### config.mk
export PLATFORM = sky130hd
export DESIGN_NAME = hilo_div_seq
export DESIGN_NICKNAME = d
export VERILOG_FILES = /design/src/rtl/hilo_div_seq_pkg.sv /design/src/rtl/hilo_div_seq.sv
export SDC_FILE = /design/constraint.sdc
export NUM_CORES = 1
export LEC_CHECK = 0
export CAP_MARGIN = 20
export CORE_MARGIN = 8
export CORE_UTILIZATION = 47
export DETAILED_ROUTE_END_ITERATION = 7
export PLACE_DENSITY = 0.89
export SYNTH_ARGS = -nofsm -noshare
export SYNTH_HDL_FRONTEND = slang
export SYNTH_SLANG_ARGS = --single-unit
### constraint.sdc
create_clock -name Clock -period 4.27 [get_ports Clock]
set_input_delay 0.6405 -clock Clock [delete_from_list [all_inputs] [get_ports Clock]]
set_output_delay 0.6405 -clock Clock [all_outputs]
set_load 0.02 [all_outputs]
### src/rtl/hilo_div_seq_pkg.sv
// Shared definitions for the HI/LO sequential divide controller.
// Holds the FSM state encoding and the divide-by-zero quotient constant.
// No logic; imported by the controller.
package hilo_div_seq_pkg;

    // Controller states: accept dividend, load divisor, let divider settle, commit result
    typedef enum logic [1:0] {
        S_IDLE   = 2'd0,
        S_LOAD_Q = 2'd1,
        S_WAIT   = 2'd2,
        S_WRITE  = 2'd3
    } state_t;

    // Quotient reported when the divisor is zero
    localparam logic [31:0] DIVZ_LO = 32'hFFFF_FFFF;

    // Settle counter width; covers SETTLE up to 15
    localparam int CNT_W = 4;

endpackage

### src/rtl/hilo_div_seq.sv
// Sequences one divide through an external combinational divider into HI/LO.
// Latency: done high after edge SETTLE+2 (nonzero divisor) or edge 2 (zero divisor).
// No backpressure: start is sampled only in IDLE and ignored while busy.
module hilo_div_seq #(
    parameter int SETTLE = 2
) (
    input  logic        Clock,
    input  logic        clear,
    input  logic        start,
    input  logic [31:0] BusMuxOut,
    input  logic [31:0] Zhi_in,
    input  logic [31:0] Zlo_in,
    output logic [31:0] D_out,
    output logic [31:0] Q_out,
    output logic [31:0] HI,
    output logic [31:0] LO,
    output logic        busy,
    output logic        done,
    output logic        div_zero
);
    import hilo_div_seq_pkg::*;

    // Counter reload: WAIT spends SETTLE cycles before moving to WRITE
    localparam logic [CNT_W-1:0] CNT_INIT = CNT_W'(SETTLE - 1);

    state_t           state;
    state_t           state_nxt;
    logic [CNT_W-1:0] cnt;

    logic load_d;
    logic load_q;
    logic cnt_dec;
    logic write_res;
    logic divisor_zero;

    // Divisor is held in Q_out from LOAD_Q through WRITE, so it can be tested at WRITE
    assign divisor_zero = (Q_out == 32'd0);

    // State register; clear aborts any operation in flight
    always_ff @(posedge Clock) begin
        if (clear) begin
            state <= S_IDLE;
        end else begin
            state <= state_nxt;
        end
    end

    // Next-state decode; a zero divisor skips the settle wait entirely
    always_comb begin
        state_nxt = state;
        case (state)
            S_IDLE:   if (start) state_nxt = S_LOAD_Q;
            S_LOAD_Q: state_nxt = (BusMuxOut == 32'd0) ? S_WRITE : S_WAIT;
            S_WAIT:   if (cnt == '0) state_nxt = S_WRITE;
            S_WRITE:  state_nxt = S_IDLE;
            default:  state_nxt = S_IDLE;
        endcase
    end

    // Per-state datapath strobes
    always_comb begin
        load_d    = 1'b0;
        load_q    = 1'b0;
        cnt_dec   = 1'b0;
        write_res = 1'b0;
        case (state)
            S_IDLE:   load_d    = start;
            S_LOAD_Q: load_q    = 1'b1;
            S_WAIT:   cnt_dec   = (cnt != '0);
            S_WRITE:  write_res = 1'b1;
            default:  ;
        endcase
    end

    // Operand, counter, result and status registers
    always_ff @(posedge Clock) begin
        if (clear) begin
            D_out    <= '0;
            Q_out    <= '0;
            HI       <= '0;
            LO       <= '0;
            busy     <= 1'b0;
            done     <= 1'b0;
            div_zero <= 1'b0;
            cnt      <= '0;
        end else begin
            done <= 1'b0;
            if (load_d) begin
                D_out    <= BusMuxOut;
                busy     <= 1'b1;
                div_zero <= 1'b0;
            end
            if (load_q) begin
                Q_out <= BusMuxOut;
                cnt   <= CNT_INIT;
            end
            if (cnt_dec) begin
                cnt <= cnt - 1'b1;
            end
            if (write_res) begin
                busy <= 1'b0;
                done <= 1'b1;
                if (divisor_zero) begin
                    // Divider output is meaningless here; report dividend as remainder
                    HI       <= D_out;
                    LO       <= DIVZ_LO;
                    div_zero <= 1'b1;
                end else begin
                    HI <= Zhi_in;
                    LO <= Zlo_in;
                end
            end
        end
    end

endmodule

; After elaboration in Yosys (flattened, before gate mapping)
; Cells that the tools add are included.
[word_totals]
register_bits = 137
input_bits = 99
out_inout_bits = 131
wordCells = 39
[op_classes]
addsub = 1
eq_ne = 5
mux = 16
n_reduce_logical = 8
[ops]
columns = op, count
row1 = $logic_not A32 Y1, 2
row2 = $mux W32, 2
row3 = $mux W1, 9
row4 = $mux W4, 2
row5 = $pmux W2 S4, 1
row6 = $eq A2 B2 Y1 const B, 2
row7 = $logic_not A4 Y1, 1
row8 = $mux W2, 2
row9 = $ne A2 B2 Y1 const B, 2
row10 = $reduce_bool A4 Y1, 1
row11 = $sub A4 B1 Y4 const B, 1
row12 = $eq A2 B1 Y1 const B, 1
row13 = $logic_not A2 Y1, 1
row14 = $reduce_and A2 Y1, 1
row15 = $reduce_bool A2 Y1, 1
row16 = $reduce_or A2 Y1, 1

; Longest topological paths before layout
; Gate-level depths: netlist (run 1).
[logic_depth]
word_depth = 5
mapped_depth = 7
mapped_depth_nobuf = 6

; Least setup slack after synthesis (run 1)
; Ideal clock, no wire load.
[synth_path]
path_type = in2reg
from = input port clear
to = register HI[10]
setup_time_ns = 0.073
t_arrival_ns = 1.657
t_required_ns = 4.197
slack_ns = 2.539
cell_stages = 7
path_buffers = 3
cell_sequence = buf_2 > nand2b_1 > inv_2 > buf_2 > buf_2 > o211ai_2 > o211ai_2
[synth_lines]
columns = item, line
row1 = "start, declared", hilo_div_seq.sv:8  ; input logic clear,
row2 = "end signal, assigned", hilo_div_seq.sv:105  ; HI <= D_out;
row3 = "end signal, assigned", hilo_div_seq.sv:109  ; HI <= Zhi_in;
row4 = "end, declared", hilo_div_seq.sv:15  ; output logic [31:0] HI,

; Final worst setup path (run 1)
[layout_path]
from = register state[0]
to = register HI[2]
[layout_between]
elab_chain_len = 2
[layout_rtl]
columns = item, line
row1 = "start, declared", hilo_div_seq.sv:26  ; state_t state;
row2 = "start signal, assigned", hilo_div_seq.sv:44  ; state <= state_nxt;
row3 = $eq A2 B2 Y1, hilo_div_seq.sv:66  ; case (state)
row4 = $mux W1, hilo_div_seq.sv:66
row5 = named net write_res, hilo_div_seq.sv:33  ; logic write_res;
; The timed path passes the listed nets, and every way through them passes these cells.
; A chain may end at the register's enable or synchronous reset.

==> reports/metrics.yaml, run 1 <==
cts_hold_buf: 0
status: "finished clean"
cts_resized: 0
grt_pass1_wl_mm: 30.3
synth_area_leader_cell: "dfxtp_1"
hold_path_class: "reg -> reg"
io_pins: 230
utilization_pct: 72.6
cp_data_required_time_ns: 4.61
drc: 0
vdd_drop_max_v: 0.000298
cts_max_level: 4
finalHoldViolations: 0
cts_buffers: 17
slowest_stage: "inv_2"
clockBufferDepth: 2
firstDrtPassIters: 5
row_count: 40
path_max_fanout: 37
gp_congestion: 0.786
critPathKind: "reg -> reg"
max_freq_mhz: 405
vias_per_cell: 5.41
yosysUniqueCellTypes: 39
arrival_ns: 2.81
start_kind: "register"
skew_ns: 0.00711
clock_latency_ns: 0.42
cts_sinks: 137
final_nets: 955
end_kind: "register"
min_period_ns: 2.47
grt_max_degree: 73
synth-seq-area-share_pct: 46.9
worst_pin_slew_ns: 1.10
hpwlAfterDp_mm: 13.9
areaGrowthSynthToFinish_pct: 49.7
cap_violations: 0
setup_viol: 0
layout-drive-gt1-share_pct: 13.5
diodes: 0
die_h_um: 128
port_buffers: 229
postCtsSetupBuffers: 0
dr_total_vias: 5572
start_util_pct: 48.5
synth_nets: 749
antenna_left: 0
die_area_sq_um: 16300
p_leak_nw: 3.24
synth_area_leaders: "dfxtp_1, o211ai_2, nand2_1"
finalMaxSlewViolations: 0
grt_use_total_pct: 23.7
wire_per_inst_um: 19.1
wl_mm: 19.7
critPathMaxStageDelay_ns: 0.59
syn-cell-area_sq_um: 5850
postSynthAreaPerCell_sq_um: 9.08
nFillCells: 884
synthCells: 644
cpMostUsedCell: "buf_4"
crit_chain: "ha_1 > nand2b_1 > buf_4 > inv_2 > buf_4 > nand2_1 > o211ai_2"
die_w_um: 128
cts_tree: "done"
tns_ns: 0
drt_first_iter_violations: 421
max_slew_margin_pct: 26.6
clk_pin_slew_ns: 0.06
grt_pass1_vias: 5512
grt_overflow: 0
ys_ff_latch: 137
antenna_found_initial: 0
core_region_area_sq_um: 12100
rsz0062_at_grt: "false"
synth.top_cell.area_share_pct: 46.9
ys.warnings.count: 0
ctsRootBufferMaster: "clkbuf_16"
power_density_nw_per_um2: 586
fin_crit_sh_pct: 57.9
state kept, by name (all words and copies together) (netlist names):
register  flops
D_out        32
HI           32
LO           32
Q_out        32
busy          1
cnt           4
div_zero      1
done          1
state         2
final timing paths:
| kind | depth (start not counted) | slack, ns | from | to |
|---|---|---|---|---|
| max | 7 | 1.80 | state[0]$_SDFFE_PP0P_ | HI[2]$_SDFFE_PP0P_ |
| min | 2 | 0.44 | LO[18]$_SDFFE_PP0P_ | LO[18]$_SDFFE_PP0P_ |
| max reg2reg | 7 | 1.80 | state[0]$_SDFFE_PP0P_ | HI[2]$_SDFFE_PP0P_ |
| min reg2reg | 2 | 0.44 | LO[18]$_SDFFE_PP0P_ | LO[18]$_SDFFE_PP0P_ |
through the flow:
stage	hold slack (ns)	instances	setup WS [ns]	instance area (sq um)	power, mW
floorplan	0.467	644	2.54	5850	2.99
global placement	0.432	998	1.73	8160	3.66
detailed placement	0.439	999	1.68	8180	3.72
CTS	0.446	1030	1.81	8750	5.14
global route	0.461	1030	1.65	8750	5.37
finish	0.444	1030	1.80	8750	5.13
cell families after synthesis:
| family | after synthesis | share of synthesized area, % |
|---|---|---|
| adders and majority gates | 6 | 1.28 |
| buffers and inverters | 60 | 5.22 |
| AOI/OAI and AO/OA | 171 | 23.0 |
| and+or+nand+nor | 237 | 18.0 |
| DFF | 137 | 46.9 |
| muxes | 33 | 5.65 |
worst max-delay path: cells and delay by family (launching register included):
kind	cells	cell delay [ns]
compound gates	1	0.16
fa+ha+maj	1	0.27
buf+inv	3	1.31
flops	1	0.42
simple gates	2	0.19
where the power goes:
part / internal [mW] / leakage (nW) / total, mW / switching, mW
clock network: 0.873 / 0.275 / 1.41 / 0.533
registers: 1.49 / 1.11 / 1.67 / 0.186
logic: 0.781 / 1.85 / 2.05 / 1.27
per-layer routing:
| metal | vias up | share of wire (%) | track usage (%) |
|---|---|---|---|
| met5 | - | 0 | 0 |
| met1 | 2652 | 41 | 28.6 |
| met3 | 27 | 9.7 | 8.57 |
| li1 | 2648 | - | - |
| met4 | 0 | 2.0 | 7.70 |
| met2 | 245 | 47 | 38.5 |
cell usage in the layout (no fill, tap or decap), drive strengths merged, types with 2 or more instances in the layout:
cell and n:
nor2 37, buf 13, nor3 2, inv 6, clkbuf 25, nor4b 2, nand2 165, ha 6
o21ai 32, and2 2, nand3 3, a21oi 69, nand4 3, clkinvlp 2, clkdlybuf4s50 228, dfxtp 137
mux2i 33, and4 2, nor4 14, o211ai 66, clkinv 3
final cells by class:
| class | instances | area, sq um | share of cell area [%] |
|---|---|---|---|
| timing repair buffer | 241 | 2400 | 27.4 |
| tap | 168 | 210 | 2.40 |
| clock inverter | 6 | 63.8 | 0.729 |
| sequential | 137 | 2740 | 31.3 |
| inverter | 6 | 22.5 | 0.257 |
| clock buffer | 25 | 505 | 5.78 |
| multi-input combinational | 447 | 2810 | 32.1 |
cell usage after synthesis (all sizes together):
cell    count
a211oi      1
a21oi      69
a311oi      1
and2        2
and4        2
buf        32
clkbuf     22
dfxtp     137
ha          6
inv         6
mux2i      33
nand2     165
nand2b      1
nand3       3
nand3b      1
nand4       3
nand4b      1
nor2       37
nor2b       1
nor3        2
nor4       14
nor4b       2
o211ai     66
o21a        1
o21ai      32
o31a        1
or2         1
or3         1
or3b        1
(Power assumes the default switching activity.)
==> inputs of run 2 (changes only) <==
--- a/config.mk
+++ b/config.mk
@@ -7,9 +7,9 @@
 export LEC_CHECK = 0
 export CAP_MARGIN = 20
 export CORE_MARGIN = 8
-export CORE_UTILIZATION = 47
+export CORE_UTILIZATION = 44
 export DETAILED_ROUTE_END_ITERATION = 7
-export PLACE_DENSITY = 0.89
+export PLACE_DENSITY = 0.84
 export SYNTH_ARGS = -nofsm -noshare
 export SYNTH_HDL_FRONTEND = slang
 export SYNTH_SLANG_ARGS = --single-unit
==> constraint.sdc (replaced) <==
create_clock -name Clock -period 2.5 [get_ports Clock]
set_input_delay 0.375 -clock Clock [delete_from_list [all_inputs] [get_ports Clock]]
set_output_delay 0.375 -clock Clock [all_outputs]
set_load 0.02 [all_outputs]
==> reports/metrics.yaml, run 2 (synthesized netlist as in run 1, its figures left out) <==
io_pins: 230
cp_num_buf_inv: 1
r2r_slack_ns: 0.46
die_h_um: 131
switchingPower_mw: 3.43
postCtsSetupBuffers: 0
die_w_um: 131
slowest_stage: "and4_1"
grt_pass1_wl_mm: 30.6
start_kind: "register"
start_util_pct: 44.5
layout-drive-gt1-share_pct: 14.4
power_density_nw_per_um2: 1030
power_frac_comb_pct: 39.3
grt_max_degree: 66
grt_overflow: 0
end_kind: "register"
grt_pass1_vias: 5556
worstHoldStart: "LO[14]$_SDFFE_PP0P_"
fin_crit_sh_pct: 81.5
hold_end: "LO[14]$_SDFFE_PP0P_"
path_max_fanout: 32
clk_pin_slew_ns: 0.06
setup_viol: 0
layout_commonest_cell: "clkdlybuf4s50_1"
drt_first_iter_violations: 362
cts_resized: 0
ctsRootBufferMaster: "clkbuf_16"
reg2reg_depth: 5
final_cell_mix: "clkdlybuf4s50_1, nand2_1, dfxtp_1"
clockBufferDepth: 2
wire_per_inst_um: 18.7
vias_per_cell: 5.23
critPathMaxStageDelay_ns: 0.56
clockPowerShare_pct: 29.6
final_cells: 1046
die_area_sq_um: 17200
row_count: 42
finalHoldViolations: 0
arrival_ns: 2.36
cts_max_level: 4
max_freq_mhz: 491
firstDrtPassIters: 4
min_period_ns: 2.04
critPathKind: "reg -> reg"
swShare_pct: 37.5
rsz0062_at_grt: "false"
seqPwrFrac_pct: 31.0
cap_violations: 0
antenna_found_initial: 1
worst_pin_slew_ns: 0.600
internal_power_mw: 5.71
cts_hold_buf: 0
dr_total_vias: 5466
cts_tree: "done"
tns_ns: 0
clock_latency_ns: 0.41
status: "finished clean"
cp_top_family: "simple AND/OR/NAND/NOR gates"
areaGrowthSynthToFinish_pct: 52.5
rr_startpoint: "Q_out[26]$_SDFFE_PP0P_"
place_inst: 1013
hold_depth: 2
wl_mm: 19.5
max_slew_margin_pct: 60.0
cp_data_required_time_ns: 2.83
finalMaxSlewViolations: 0
cts_sinks: 137
hpwlAfterDp_mm: 13.9
grt_use_total_pct: 22.1
vdd_drop_max_v: 0.000573
reg2reg_to: "HI[0]$_SDFFE_PP0P_"
cts_buffers: 17
skew_ns: 0.0120
antenna_left: 0
gp_congestion: 0.808
crit_chain: "nor4_2 > and4_1 > nand2_4 > buf_4 > o211ai_1"
hold_path_class: "reg -> reg"
drc: 0
core_region_area_sq_um: 13100
p_leak_nw: 3.31
final_nets: 961
port_buffers: 229
run 2: how the worst max path moves through the flow:
stage	slack, ns	to	startpoint	depth (start not counted)
global placement	0.33	state[0]$_SDFFE_PP0P_	BusMuxOut[27]	5
CTS	0.50	LO[31]$_SDFFE_PP0P_	Q_out[26]$_SDFFE_PP0P_	5
detailed placement	0.35	state[0]$_SDFFE_PP0P_	BusMuxOut[26]	5
floorplan	0.89	state[0]$_SDFFE_PP0P_	state[1]$_SDFFE_PP0P_	7
finish	0.46	HI[0]$_SDFFE_PP0P_	Q_out[26]$_SDFFE_PP0P_	5
global route	0.35	LO[0]$_SDFFE_PP0P_	Q_out[26]$_SDFFE_PP0P_	5
run 2: final cells by class:
cell class	count	area, sq um
multi-input combinational	447	2810
fill	1028	4220
sequential	137	2740
inverter	6	22.5
tap	176	220
clock buffer	22	484
clock inverter	10	164
antenna	1	2.50
timing repair buffer	247	2470
run 2: worst register-to-register path, cell delays in order, from the launching register on:
cell      delay [ns]
dfxtp_1         0.33
nor4_2          0.42
and4_1          0.56
nand2_4         0.05
buf_4           0.29
o211ai_1        0.30
run 2: metrics by stage:
step | hold WS, ns | instance area, sq um | power, mW | worst slack [ns] | utilization (%)
floorplan | 0.467 | 5850 | 5.10 | 0.894 | -
global placement | 0.434 | 8270 | 6.41 | 0.326 | 62.9
detailed placement | 0.439 | 8270 | 6.45 | 0.349 | 62.9
CTS | 0.437 | 8920 | 9.18 | 0.499 | 67.9
global route | 0.450 | 8920 | 9.57 | 0.350 | 67.9
finish | 0.443 | 8920 | 9.14 | 0.463 | 67.9
run 2: layer usage:
layer	track usage [%]	share of wire [%]	up-vias
li1	-	-	2663
met3	8.57	8.7	19
met1	26.4	42	2573
met4	7.47	1.7	0
met5	0	0	-
met2	35.5	47	211
run 2: power groups by stage:
| stage | clock (mW) | combinational (mW) | sequential (mW) |
|---|---|---|---|
| floorplan | 0 | 1.89 | 3.21 |
| global placement | 0 | 3.55 | 2.87 |
| detailed placement | 0 | 3.57 | 2.87 |
| CTS | 2.74 | 3.59 | 2.84 |
| global route | 2.86 | 3.82 | 2.88 |
| finish | 2.71 | 3.60 | 2.84 |
==> inputs of run 3 (changes only) <==
--- a/config.mk
+++ b/config.mk
@@ -7,9 +7,9 @@
 export LEC_CHECK = 0
 export CAP_MARGIN = 20
 export CORE_MARGIN = 8
-export CORE_UTILIZATION = 44
+export CORE_UTILIZATION = 40
 export DETAILED_ROUTE_END_ITERATION = 7
-export PLACE_DENSITY = 0.84
+export PLACE_DENSITY = 0.8
 export SYNTH_ARGS = -nofsm -noshare
 export SYNTH_HDL_FRONTEND = slang
 export SYNTH_SLANG_ARGS = --single-unit
==> constraint.sdc (replaced) <==
create_clock -name Clock -period 1.8 [get_ports Clock]
set_input_delay 0.27 -clock Clock [delete_from_list [all_inputs] [get_ports Clock]]
set_output_delay 0.27 -clock Clock [all_outputs]
set_load 0.02 [all_outputs]
==> reports/metrics.yaml, run 3 (synthesized netlist as in run 1, its figures left out) <==
status: "finished clean"
start_util_pct: 40.5
cap_violations: 0
vdd_drop_max_v: 0.000822
cts_hold_buf: 0
cp_top_family: "buffers and inverters"
max_slew_margin_pct: 60.9
grt_max_degree: 58
worst_pin_slew_ns: 0.587
core_region_area_sq_um: 14400
hpwlAfterDp_mm: 14.4
slowest_stage: "clkdlybuf4s50_1"
setup_slack_ns: 0.0593
final_nets: 990
cp_data_required_time_ns: 1.53
cts_sinks: 137
grt_pass1_vias: 5496
cp_num_buf_inv: 1
die_h_um: 137
grt_overflow: 0
clock_latency_ns: 0.42
dr_total_vias: 5542
row_count: 44
skew_ns: 0.0116
min_period_ns: 1.74
final_cell_mix: "clkdlybuf4s50_1, nand2_1, dfxtp_1"
path_max_fanout: 3
arrival_ns: 1.47
seq_area_sq_um: 2740
wire_per_inst_um: 18.5
antenna_found_initial: 0
drc: 0
postCtsSetupBuffers: 0
hold_path_class: "in -> reg"
areaGrowthSynthToFinish_pct: 56.7
p_leak_nw: 3.46
crit_chain: "clkdlybuf4s50_1"
nFillCells: 1213
wl_mm: 19.9
gp_congestion: 0.793
dpl_cell_area_sq_um: 8550
drt_first_iter_violations: 390
clk_pin_slew_ns: 0.06
fin_crit_sh_pct: 96.7
die_area_sq_um: 18700
io_pins: 230
start_kind: "register"
max_freq_mhz: 574
layout-drive-gt1-share_pct: 17.0
rsz0062_at_grt: "false"
layout_commonest_cell: "clkdlybuf4s50_1"
die_w_um: 137
cts_tree: "done"
critPathKind: "reg -> out"
clockBufferDepth: 2
critPathMaxStageDelay_ns: 0.64
setup_viol: 0
ctsRootBufferMaster: "clkbuf_16"
firstDrtPassIters: 4
diodes: 0
multiInputGateArea_sq_um: 2810
dp_slack_ns: -0.285
antenna_left: 0
cts_max_level: 4
fin_area_sq_um: 9160
finalHoldViolations: 0
cts_buffers: 17
power_density_nw_per_um2: 1400
grt_pass1_wl_mm: 30.0
finalMaxSlewViolations: 0
cts_resized: 0
end_kind: "output port"
grt_use_total_pct: 20.6
port_buffers: 229
vias_per_cell: 5.13
run 3: cell types whose count changed in the layout (fill, tap and decap cells not counted), moves of 3 or more:
cell / previous run / this run
clkinvlp_4: 1 / 4
buf_12: 4 / 8
buf_4: 14 / 39
clkbuf_8: 4 / 1
run 3: area by class of cell:
class                           count  share of cell area [%]
Clock inverter                     11                    1.88
Inverter                            6                   0.246
Tap cell                          184                    2.51
Sequential cell                   137                    29.9
Clock buffer                       19                    4.83
Timing Repair Buffer              276                    29.9
Multi-Input combinational cell    447                    30.7
run 3: routing by layer:
metal,global-route usage (%),vias to the layer above,share of wire [%]
met5,0,-,0
met4,5.79,0,1.4
met3,8.08,18,9.6
met2,33.3,190,47
met1,24.9,2615,42
li1,-,2719,-
run 3: worst paths after layout:
check	startpoint	end	slack (ns)	cells after the start
worst min register to register	LO[17]$_SDFFE_PP0P_	LO[17]$_SDFFE_PP0P_	0.44	2
worst max register to register	state[0]$_SDFFE_PP0P_	state[0]$_SDFFE_PP0P_	0.09	5
worst max-delay path	Q_out[14]$_SDFFE_PP0P_	Q_out[14]	0.06	1
worst min-delay path	clear	Q_out[21]$_SDFFE_PP0P_	0.34	3
run 3: per-stage QoR:
step | setup TNS (ns) | total power, mW | hold WS, ns | instances | utilization [%]
finish | 0 | 12.8 | 0.339 | 1080 | 63.5
global route | 0 | 13.4 | 0.351 | 1080 | 63.5
CTS | 0 | 12.9 | 0.324 | 1080 | 63.5
detailed placement | -0.285 | 9.23 | 0.439 | 1050 | 59.2
global placement | -0.297 | 9.17 | 0.432 | 1050 | 59.2
floorplan | 0 | 7.08 | 0.406 | 644 | -
run 3: where the power goes:
| part | internal (mW) | switching (mW) |
|---|---|---|
| registers | 3.53 | 0.391 |
| logic | 2.14 | 3.11 |
| clock network | 2.34 | 1.32 |
